## src/rtl/fetch_unit.sv

```systemverilog
// Instruction fetch stage: issues one-at-a-time word fetches to instruction
// memory, buffers responses in a small prefetch FIFO and feeds the decode
// stage through a stall-aware output register. A taken branch flushes the
// FIFO and discards any response still in flight, then restarts at the target.
//
// state  | meaning
// S_IDLE | no request outstanding; issue when FIFO space allows
// S_WAIT | request outstanding; req/addr held until ack
module fetch_unit #(
    parameter int          DEPTH    = 2,
    parameter logic [15:0] RESET_PC = 16'h0000,
    parameter logic [31:0] NOP_INST = 32'h3C00_0000
) (
    input  logic        clk,
    input  logic        rst,
    output logic        imem_req_o,
    output logic [15:0] imem_addr_o,
    input  logic        imem_ack_i,
    input  logic [31:0] imem_data_i,
    input  logic        br_taken_i,
    input  logic [15:0] br_target_i,
    input  logic        stall_i,
    output logic [31:0] inst_o,
    output logic [15:0] pc_value_o,
    output logic        valid_o
);

    localparam int PTR_W = (DEPTH > 1) ? $clog2(DEPTH) : 1;
    localparam int CNT_W = PTR_W + 1;
    localparam logic [CNT_W-1:0] DEPTH_C = CNT_W'(DEPTH);

    typedef enum logic [0:0] {S_IDLE, S_WAIT} state_t;

    state_t             r_state;
    logic               r_req;
    logic [15:0]        r_addr;
    logic [15:0]        r_fa;
    logic               r_drop;
    logic [47:0]        r_mem [DEPTH];
    logic [PTR_W-1:0]   r_wptr;
    logic [PTR_W-1:0]   r_rptr;
    logic [CNT_W-1:0]   r_count;
    logic [31:0]        r_inst;
    logic [15:0]        r_pc;
    logic               r_valid;

    logic               w_xfer;
    logic               w_push;
    logic               w_pop;
    logic [CNT_W-1:0]   w_cnt_next;
    logic               w_space;

    // A transfer only counts while a request is actually outstanding; a
    // redirect kills both the push and the pop of the current cycle.
    always_comb begin
        w_xfer     = r_req & imem_ack_i;
        w_push     = w_xfer & ~r_drop & ~br_taken_i;
        w_pop      = ~br_taken_i & ~stall_i & (r_count != '0);
        w_cnt_next = r_count + CNT_W'(w_push) - CNT_W'(w_pop);
        w_space    = (w_cnt_next < DEPTH_C);
    end

    // Request FSM: owns req/addr, the fetch pointer and the drop flag.
    always_ff @(posedge clk or negedge rst) begin
        if (!rst) begin
            r_state <= S_IDLE;
            r_req   <= 1'b0;
            r_addr  <= RESET_PC;
            r_fa    <= RESET_PC;
            r_drop  <= 1'b0;
        end else begin
            case (r_state)
                S_IDLE: begin
                    if (br_taken_i) begin
                        r_fa <= br_target_i;
                    end else if (w_space) begin
                        r_req   <= 1'b1;
                        r_addr  <= r_fa;
                        r_state <= S_WAIT;
                    end
                end
                S_WAIT: begin
                    if (imem_ack_i) begin
                        if (br_taken_i) begin
                            // response arrives with the redirect: nothing left in flight
                            r_fa    <= br_target_i;
                            r_drop  <= 1'b0;
                            r_req   <= 1'b0;
                            r_state <= S_IDLE;
                        end else if (r_drop) begin
                            // stale response; fa already points at the target
                            r_drop  <= 1'b0;
                            r_req   <= 1'b0;
                            r_state <= S_IDLE;
                        end else begin
                            r_fa <= r_fa + 16'd1;
                            if (w_space) begin
                                r_addr <= r_fa + 16'd1;
                            end else begin
                                r_req   <= 1'b0;
                                r_state <= S_IDLE;
                            end
                        end
                    end else if (br_taken_i) begin
                        r_fa   <= br_target_i;
                        r_drop <= 1'b1;
                    end
                end
                default: begin
                    r_req   <= 1'b0;
                    r_state <= S_IDLE;
                end
            endcase
        end
    end

    // FIFO pointers and occupancy; a redirect empties the buffer.
    always_ff @(posedge clk or negedge rst) begin
        if (!rst) begin
            r_wptr  <= '0;
            r_rptr  <= '0;
            r_count <= '0;
        end else if (br_taken_i) begin
            r_wptr  <= '0;
            r_rptr  <= '0;
            r_count <= '0;
        end else begin
            if (w_push) r_wptr <= r_wptr + PTR_W'(1);
            if (w_pop)  r_rptr <= r_rptr + PTR_W'(1);
            r_count <= w_cnt_next;
        end
    end

    // FIFO storage holds {pc, instruction}; contents need no reset.
    always_ff @(posedge clk) begin
        if (w_push) r_mem[r_wptr] <= {r_addr, imem_data_i};
    end

    // Output register toward decode: redirect flushes, stall holds.
    always_ff @(posedge clk or negedge rst) begin
        if (!rst) begin
            r_inst  <= NOP_INST;
            r_pc    <= 16'h0000;
            r_valid <= 1'b0;
        end else if (br_taken_i) begin
            r_inst  <= NOP_INST;
            r_pc    <= 16'h0000;
            r_valid <= 1'b0;
        end else if (!stall_i) begin
            if (r_count != '0) begin
                r_inst  <= r_mem[r_rptr][31:0];
                r_pc    <= r_mem[r_rptr][47:32];
                r_valid <= 1'b1;
            end else begin
                r_inst  <= NOP_INST;
                r_pc    <= 16'h0000;
                r_valid <= 1'b0;
            end
        end
    end

    assign imem_req_o  = r_req;
    assign imem_addr_o = r_addr;
    assign inst_o      = r_inst;
    assign pc_value_o  = r_pc;
    assign valid_o     = r_valid;

endmodule

```

## config.mk

```make
export PLATFORM = sky130hd
export DESIGN_NAME = fetch_unit
export DESIGN_NICKNAME = d
export VERILOG_FILES = /design/src/rtl/fetch_unit.sv
export SDC_FILE = /design/constraint.sdc
export NUM_CORES = 1
export LEC_CHECK = 0
export CAP_MARGIN = 20
export CORE_MARGIN = 1.5
export CORE_UTILIZATION = 35
export CTS_CLUSTER_DIAMETER = 200
export CTS_CLUSTER_SIZE = 20
export DETAILED_ROUTE_END_ITERATION = 8
export GPL_TIMING_DRIVEN = 0
export PLACE_DENSITY = 0.6
export SYNTH_ARGS = -nofsm -noshare
export SYNTH_HDL_FRONTEND = slang
export SYNTH_SLANG_ARGS = --single-unit
export TNS_END_PERCENT = 10
```

## constraint.sdc

```tcl
create_clock -name clk -period 9.1 [get_ports clk]
set_input_delay 1.365 -clock clk [delete_from_list [all_inputs] [get_ports clk]]
set_output_delay 1.365 -clock clk [all_outputs]
set_load 0.1 [all_outputs]
```

Word-level counts from Yosys, hierarchy flattened:

Memory sizes are Yosys's and may differ from the RTL's.
Index checks and enable logic that the tools add are counted.
W data, S select, Z words.

* word-level logic and storage cells: 86
* memories kept: 1
* input port bits: 53
* register bits: 88
* bits in writable memories: 96
* output and inout port bits: 66

Memory list
* r_mem: words 2, width 48, rd ports 1, clocked after Yosys merged registers in 0, wr ports 1, line 39 `logic [47:0] r_mem [DEPTH];`

* equality and inequality tests: 9
* magnitude comparators: 1
* $add $sub $neg: 5
* reduce and logical (&&, ||, !) cells: 7
* bitwise operators: 9
* mux-type cells: 43

Operators by type and width (count)
* $mux W16: 13
* $mux W32: 3
* $pmux W16 S2: 2
* $mux W1: 22
* $add A16 B1 Y16 const B: 1
* $ne A2 B2 Y1 const B: 6
* $ne A4 B4 Y1 const B: 2
* $reduce_bool A2 Y1: 4
* $reduce_and A6 Y1: 1
* $and A1 B1 Y1: 5
* $not A1 Y1: 4
* $pmux W1 S2: 2
* $reduce_and A4 Y1: 1
* $add A1 B1 Y1 const B: 2
* $add A2 B1 Y2: 1
* $lt A2 B2 Y1 const B: 1
* $mux W2: 1
* $ne A2 B1 Y1 const B: 1
* $reduce_and A2 Y1: 1
* $sub A2 B1 Y2: 1

Logic depth before layout (Yosys ltp):

Gate-level depths: netlist (run 1).

* depth after elaboration: 11
* gate-level depth with buffers: 13
* gate-level depth less buffers: 10

Worst setup path after synthesis (run 1):

OpenSTA, ideal clock, no wires.

* path type: input to register
* start point: input br_taken_i
* end point: memory r_mem[0][0], enable pin
* path slack: 4.747 ns
* library setup time: 0.454 ns
* data required time: 8.646 ns
* arrival time: 3.899 ns
* stages on the path: 4
* buffers on the path: 1
* cells stage by stage: clkbuf_1 clkinv_1 nand3_1 nor2_1

* longest elaborated chain between the ends: 4

Ends and longest elaborated chain
* from (decl): line 20 `input logic br_taken_i,`
* $not A1 Y1: line 57 `w_push = w_xfer & ~r_drop & ~br_taken_i;`
* $and A1 B1 Y1: line 57
* $mux W1: line 136 `if (w_push) r_mem[r_wptr] <= {r_addr, imem_data_i};`
* $mux W1 (implied by the code): line 136
* to (decl): line 39

Every way passes these cells.

Worst setup path in the final report (run 1):

* start point: input stall_i
* end point: register r_addr[10], in the netlist imem_addr_o[10]

* longest elaborated chain between the ends: 7
* elaborated cells on any way between the ends: 8
* classes of those cells: 1 x add/sub; 1 x order compare; 2 x eq/ne; 3 x bitwise; 1 x reduce/logical

Ends and longest elaborated chain
* from (decl): line 22 `input logic stall_i,`
* $not A1 Y1 *: line 58 `w_pop = ~br_taken_i & ~stall_i & (r_count != '0);`
* $and A1 B1 Y1 * (2 in series): line 58
* $sub A2 B1 Y2 *: line 59 `w_cnt_next = r_count + CNT_W'(w_push) - CNT_W'(w_pop);`
* $lt A2 B2 Y1 *: line 60 `w_space = (w_cnt_next < DEPTH_C);`
* $ne A2 B1 Y1 (no source line) or $ne A2 B2 Y1 (tied branches)
* $reduce_and A6 Y1 (no source line) *
* to (signal assigned): line 78 `r_addr <= r_fa;`
* to (signal assigned): line 98 `r_addr <= r_fa + 16'd1;`
* to (decl): line 36 `logic [15:0] r_addr;`

Mark *: on every way between the ends. The rest lies on a longest branch, timed or not.
A chain may end at the register's enable or synchronous reset.

==> results of run 1 <==
worst max-delay path by stage:
stage	start	endpoint	slack (ns)
3_3_place_gp	imem_ack_i	r_mem[1][5]	2.78
5_1_grt	stall_i	imem_addr_o[4]	4.50
6_report	stall_i	imem_addr_o[10]	4.85
4_1_cts	stall_i	imem_addr_o[10]	4.80
3_5_place_dp	stall_i	imem_addr_o[10]	4.36
2_1_floorplan	br_taken_i	r_mem[0][0]	4.75
power by group through the flow:
stage / Clock [uW] / Sequential (uW) / Combinational, uW
4_1_cts: 781 / 1100 / 863
5_1_grt: 818 / 1120 / 899
3_3_place_gp: 0 / 1120 / 846
3_5_place_dp: 0 / 1120 / 860
2_1_floorplan: 0 / 1510 / 211
6_report: 762 / 1100 / 854
metal layers:
layer	GRT usage	up-vias	share of wire	wire length, um
li1	-	2218	-	-
met1	0.191	2249	0.44	6870
met2	0.260	105	0.51	7890
met3	0.0353	19	0.036	568
met4	0.0591	0	0.018	288
met5	0	-	0	0
state kept, by name (all words and copies together) (netlist names):
signal / count
r_drop: 1
r_mem: 96
r_rptr: 1
inst_o: 32
imem_addr_o: 16
r_wptr: 1
valid_o: 1
pc_value_o: 16
imem_req_o: 1
r_state: 1
r_fa: 16
r_count: 2
critical path: stages:
cell,delay (ns)
clkdlybuf4s50_1,0.54
nor2_1,0.06
o21ai_1,0.22
clkbuf_1,0.41
inv_1,0.20
ha_1,0.34
inv_1,0.06
ha_1,0.14
xor3_1,0.28
a211oi_2,0.37
clkbuf_1,0.41
a21oi_1,0.13
stage by stage:
step / instances / cell area, sq um / power [uW] / util
final: 963 / 9410 / 2720 / 0.465
after global routing: 963 / 9410 / 2840 / 0.465
after global placement: 928 / 8710 / 1960 / 0.431
after detailed placement: 931 / 8790 / 1980 / 0.435
after CTS: 963 / 9410 / 2750 / 0.465
after floorplan: 541 / 7210 / 1720 / -
cells in the final DEF, fill, tap and decap left out, types with 2 or more instances in the layout:
master	instances
clkinv_1	3
inv_1	4
buf_12	2
clkinvlp_4	4
bufinv_16	4
xor2_1	12
nor2b_1	3
or3_1	3
buf_1	2
buf_4	2
nor3_1	2
nand2_1	71
o21ai_1	3
dfstp_2	4
clkdlybuf4s50_1	116
o31ai_1	2
ha_1	3
a21oi_1	19
a31oi_1	4
nand3_1	13
o21ai_0	60
xnor2_1	12
nor2_4	2
o211ai_1	2
nand4_1	8
nor4_1	4
and4_1	2
clkbuf_16	17
dfrtp_1	84
edfxtp_1	96
clkbuf_1	23
buf_2	9
mux2i_1	50
or4_1	3
nor2_1	26
Yosys cell counts, drive strengths merged, types with 9 or more instances:
cell type / count / share of area
mux2i: 50 / 0.069
nand4: 9 / 0.0087
nor2: 28 / 0.015
nand2: 71 / 0.037
xor2: 12 / 0.015
buf: 12 / 0.0083
dfrtp: 84 / 0.29
clkbuf: 21 / 0.011
o21ai: 63 / 0.044
edfxtp: 96 / 0.40
a21oi: 19 / 0.013
nand3: 14 / 0.010
xnor2: 12 / 0.015
cells by family after synthesis:
| family | after synthesis | share of synthesized area |
|---|---|---|
| muxes | 50 | 0.0695 |
| xor gates and xnor gates | 25 | 0.0325 |
| adders and majority gates | 3 | 0.00521 |
| and+or+nand+nor | 147 | 0.0943 |
| AOI/OAI and AO/OA | 94 | 0.0701 |
| buffers and inverters | 38 | 0.0221 |
| DFF | 184 | 0.706 |
area by class of cell:
class                           instances  area share
Sequential cell                       184       0.541
Multi-Input combinational cell        319       0.210
Timing Repair Buffer                  120       0.131
Clock buffer                           20      0.0464
Tap cell                              270      0.0359
Clock inverter                         12      0.0186
Buffer                                 33      0.0149
Inverter                                5     0.00200
==> summary.txt, run 1 <==
Outcome
  – Status: finished clean

Finish
  – Area grow syn2layout: 30.5%
  – Filler cell count: 1822
  – Multi-input gate area: 1970 sq um
  – Share of cells above drive strength 1: 0.0765
  – ANT cells: 0
  – Post-layout nets: 736
  – Register area: 5090 sq um

Timing
  – Final Hold Viols: 0
  – Tmin final: 4.25 ns
  – Slew Limit Headroom: 0.303
  – Fin. max-slew vios: 0
  – Unrepaired setup endpoints after global routing: false
  – # setup viols final: 0
  – WHS: 0.477 ns
  – Maximum clock frequency: 0.235 GHz
  – Setup WS post-layout: about 4.9 ns
  – Clock skew: 0.00766 ns
  – Crit share post-route: 0.467
  – Tightest Pin Transition: 1.04 ns
  – Fin Setup TNS: 0 ns

Synthesis
  – Main synth FF type: edfxtp_1
  – Synth Cell Area: 7210 sq um
  – Warnings from Yosys: 0
  – Cell variety after synth: 45
  – Synth Instances: approximately 540
  – Post-Syn Nets: 597
  – Async set-reset flop share out of synthesis: 0.478
  – Post-synth EDFFs: 96
  – FF+latch count, synth: approximately 180
  – Register area share after synthesis: 0.706
  – Syn avg cell area: 13.3 sq um

Global route
  – Global-route usage over all layers: 0.153
  – Vias in the first global route: 4822
  – Largest net degree at the start of global routing: 69
  – First-pass GRT wire length: approximately 25000 um
  – Antenna violations before repair: 0
  – Overflow after GRT: 0

Power and ir drop
  – Part of the power in the clock network: 0.280
  – Leakage: 0.00338 uW
  – Max rail drop VDD: ~0.22 mV
  – Psw: 1030 uW
  – Power Dens Cells: 289 nW/um^2
  – Switch share: 0.377
  – P_int: 1690 uW
  – Sequential Power Share: 0.406
  – Comb power frac: 0.314

Flow run
  – Max cap viols: 0

Floorplanning
  – Core region area: 20200 sq um
  – Starting density of the core: 0.356
  – DIE HEIGHT: about 150 um
  – Die ar.: 21500 sq um
  – # rows: 52
  – Die W: approximately 150 um
  – I/O pin total: 119

Critical path
  – R2r worst-path depth: 10
  – CP Data Required Time: around 9.4 ns
  – Reg-to-reg critical path endpoint: imem_addr_o[10]
  – RR Startpoint: r_count[1]
  – R2R setup slack: 5.92 ns
  – Startpoint types: input port
  – Crit Path Category: in -> reg
  – Critical Path End Type: flop
  – Crit-path max FO: 10
  – Worst Path Arrival: 4.53 ns

Worst hold path
  – Worst Hold Class: reg -> reg
  – Worst hold endpoint: inst_o[14]
  – Worst Min Path Start: inst_o[14]
  – Worst Hold Depth: 2

Clocking
  – CTS tree: done
  – CTS clk-pin slew, worst paths: 0.06 ns
  – Clk buf depth: 2
  – Worst skew pair latency: roughly 0.42 ns
  – Clk sink count: 184
  – Post-CTS Setup Bufs: 0
  – Root Driver: clkbuf_16
  – H-tree Lvls: 4
  – CTS resizes: 0
  – Num CTS Buffers: 17
  – Post-CTS Hold Buffers: 0

Placed design
  – Pre-CTS worst setup slack: 4.36 ns
  – Placer Congestion: 0.861
  – # port buffers: 117
  – DP Wirelength: 11200 um

Detailed routing
  – Vias per cell: 4.77
  – Post-DR wirelength/cell: 16.2 um
  – Routed vias: 4591
  – Detailed Routing Iterations Pass 1: 4
  – DRT antenna net count: 0
  – Drt initial violations: 180
  – Final wirelength: roughly 16000 um
  – Drt drc: 0
Power figures use the tool's default switching activity.
==> run 2, diff against run 1 <==
--- a/config.mk
+++ b/config.mk
@@ -12,7 +12,7 @@
 export CTS_CLUSTER_SIZE = 20
 export DETAILED_ROUTE_END_ITERATION = 8
 export GPL_TIMING_DRIVEN = 0
-export PLACE_DENSITY = 0.6
+export PLACE_DENSITY = 0.62
 export SYNTH_ARGS = -nofsm -noshare
 export SYNTH_HDL_FRONTEND = slang
 export SYNTH_SLANG_ARGS = --single-unit
==> constraint.sdc (replaced) <==
create_clock -name clk -period 3.6 [get_ports clk]
set_input_delay 0.54 -clock clk [delete_from_list [all_inputs] [get_ports clk]]
set_output_delay 0.54 -clock clk [all_outputs]
set_load 0.1 [all_outputs]
==> run 2 against run 1 <==
Compared with the run above:
- die area is the same
- clock skew fell by 0.0015 ns
- via count fell by 0.85%
- power grew to 2.5 times the previous value
- critical path type unchanged
- highest routed layer unchanged
==> summary.txt, run 2 (synthesis results as in run 1) <==
Outcome
  – Status: finished clean (unchanged)

Finish
  – Filler cell count: 1799 (was 1822)
  – Area grow syn2layout: 30.5% (about the same)
  – Most common cell after layout, fill and taps aside: clkdlybuf4s50_1 (unchanged)
  – Share of cells above drive strength 1: 0.0765 (unchanged)
  – Commonest cells after routing, fill and taps aside: 116 x clkdlybuf4s50_1, 96 x edfxtp_1, 84 x dfrtp_1 (unchanged)
  – Final core utilization: 0.465 (about the same)
  – Max reg flops: 96 (unchanged)
  – Largest register by flop count: r_mem (unchanged)
  – ANT cells: 0 (unchanged)
  – Post-layout nets: 736 (unchanged)

Detailed routing
  – Drt drc: 0 (unchanged)
  – DRT antenna net count: 0 (unchanged)
  – Vias per cell: 4.73 (was 4.77)
  – Detailed Routing Iterations Pass 1: 5 (was 4)
  – Drt initial violations: 211 (was 180)
  – Post-DR wirelength/cell: 16.2 um (about the same)
  – Final wirelength: 15600 um (about the same)
  – Routed vias: 4552 (was 4591)

Clocking
  – CTS clk-pin slew, worst paths: 0.06 ns (about the same)
  – Root Driver: clkbuf_16 (unchanged)
  – Worst skew pair latency: 0.42 ns (about the same)
  – Clk buf depth: 2 (unchanged)
  – H-tree Lvls: 4 (unchanged)
  – Post-CTS Hold Buffers: 0 (unchanged)
  – Clk sink count: 184 (unchanged)
  – Post-CTS Setup Bufs: 0 (unchanged)
  – CTS tree: done (unchanged)
  – Num CTS Buffers: 17 (unchanged)

Critical path
  – Startpoint types: input port (unchanged)
  – CP Data Required Time: 3.93 ns (was 9.38 ns)
  – Critical Path Start: stall_i (unchanged)
  – R2R setup slack: 0.60 ns (was 5.92 ns)
  – RR Startpoint: r_count[1] (unchanged)
  – Critical Path End Type: flop (unchanged)
  – Crit-path max FO: 10 (unchanged)
  – Worst Path Arrival: 3.57 ns (was 4.53 ns)
  – Crit Path Category: in -> reg (unchanged)

Placed design
  – Placer Congestion: 0.876 (was 0.861)
  – DP Wirelength: 11100 um (was 11200 um)
  – # port buffers: 117 (unchanged)

Timing
  – Clock skew: 0.00619 ns (was 0.00766 ns)
  – Tmin final: about 3.2 ns
  – Maximum clock frequency: 0.309 GHz
  – Slew Limit Headroom: 0.297 (was 0.303)
  – Final Hold Viols: 0 (unchanged)
  – # setup viols final: 0 (unchanged)
  – Tightest Pin Transition: 1.05 ns (was 1.04 ns)
  – Unrepaired setup endpoints after global routing: false (unchanged)
  – Fin. max-slew vios: 0 (unchanged)
  – Crit share post-route: 0.899
  – Fin Setup TNS: 0 ns (unchanged)

Worst hold path
  – Worst Hold Class: in -> async (was reg -> reg)

Floorplanning
  – Core region area: 20200 sq um (unchanged)
  – Die ar.: 21500 sq um (unchanged)
  – Starting density of the core: 0.356 (unchanged)
  – # rows: 52 (unchanged)
  – DIE HEIGHT: 146 um (unchanged)
  – Die W: 146 um (unchanged)
  – I/O pin total: 119 (unchanged)

Global route
  – Antenna violations before repair: 0 (unchanged)
  – Overflow after GRT: 0 (unchanged)
  – Largest net degree at the start of global routing: 54 (was 69)
  – First-pass GRT wire length: 24800 um (was 25200 um)
  – Global-route usage over all layers: 0.151 (was 0.153)
  – Vias in the first global route: 4606 (was 4822)

Power and ir drop
  – P_int: 4300 uW (was 1690 uW)
  – Switch share: 0.374 (was 0.377)
  – Power Dens Cells: 731 nW/um^2 (was 289 nW/um^2)
  – Sequential Power Share: 0.406 (about the same)
  – Comb power frac: 0.314 (about the same)
  – Leakage: 0.00339 uW (was 0.00338 uW)
  – Total chip power: 6880 uW (was 2720 uW)
  – Psw: 2580 uW (was 1030 uW)
  – Part of the power in the clock network: 0.280 (about the same)
  – Max rail drop VDD: 0.590 mV (was 0.221 mV)

Flow run
  – Max cap viols: 0 (unchanged)
[run 2: changes by cell type in the layout (fill, tap and decap cells not counted)]
cell | before | now
clkbuf_2 | 1 | 3
clkinvlp_4 | 4 | 1
clkbuf_8 | 0 | 1
clkinv_2 | 0 | 1
clkbuf_1 | 23 | 24
clkinv_4 | 1 | 0
clkinv_1 | 3 | 2
[run 2: metal layers]
metal  global-route usage  vias to the layer above  share of wire
li1                     -                     2222              -
met1                0.192                     2194           0.44
met2                0.255                      122           0.50
met3               0.0391                       14          0.046
met4               0.0460                        0          0.013
met5                    0                        -              0
[run 2: final timing paths]
| path | cells after the start | endpoint |
|---|---|---|
| max in group asynchronous | 2 | inst_o[2] |
| max reg2reg | 11 | imem_addr_o[9] |
| min | 1 | pc_value_o[15] |
| min in group clk | 2 | pc_value_o[6] |
| min reg2reg | 2 | pc_value_o[6] |
| max | 13 | imem_addr_o[9] |
[run 2: critical path, stage by stage]
cell	delay, ns
clkdlybuf4s50_1	0.53
nor2_1	0.06
o21ai_1	0.22
clkbuf_2	0.32
inv_1	0.16
ha_1	0.31
inv_1	0.06
ha_1	0.14
xor3_1	0.30
a211oi_2	0.41
buf_2	0.29
nor2_1	0.06
a31oi_1	0.15
[run 2: power groups by stage]
stage	Combinational (uW)	Clock (uW)	Sequential, uW
2_1_floorplan	533	0	3830
3_5_place_dp	2170	0	2830
5_1_grt	2280	2060	2830
3_3_place_gp	2140	0	2830
6_report	2160	1920	2790
4_1_cts	2180	1980	2790
[run 2: final cells by class]
class | instances | area (sq um) | share of cell area
Tap cell | 270 | 338 | 0.0359
Sequential cell | 184 | 5090 | 0.541
Inverter | 5 | 18.8 | 0.00200
Buffer | 33 | 143 | 0.0152
Multi-Input combinational cell | 319 | 1970 | 0.210
Clock buffer | 24 | 462 | 0.0491
Timing Repair Buffer | 120 | 1240 | 0.131
Clock inverter | 8 | 145 | 0.0154
[run 2: metrics by stage]
step           hold WS [ns]  instances  area [sq um]  setup WS, ns
3_5_place_dp          0.464        931          8790        -0.440
2_1_floorplan         0.244        541          7210        -0.116
3_3_place_gp          0.462        928          8710         -1.86
4_1_cts               0.105        963          9400         0.211
6_report              0.100        963          9400         0.365
5_1_grt               0.125        963          9400         0.118
[run 2: timing repair]
action,CTS,global route
resized for setup,1,2
cloned,0,0
endpoints found under the hold margin,0,0
endpoints found under the setup margin,9,1
==> run 3, diff against run 2 <==
==> constraint.sdc (replaced) <==
create_clock -name clk -period 3.6 [get_ports clk]
set_input_delay 0.54 -clock clk [delete_from_list [all_inputs] [get_ports clk]]
set_output_delay 0.54 -clock clk [all_outputs]
set_load 0.01 [all_outputs]
==> results of run 3 <==
The final DEF is identical to that of run 2. Status: finished clean.
Main changes from that run: total power 6880 uW -> 5870 uW; worst IR drop on VDD 0.590 mV -> 0.346 mV
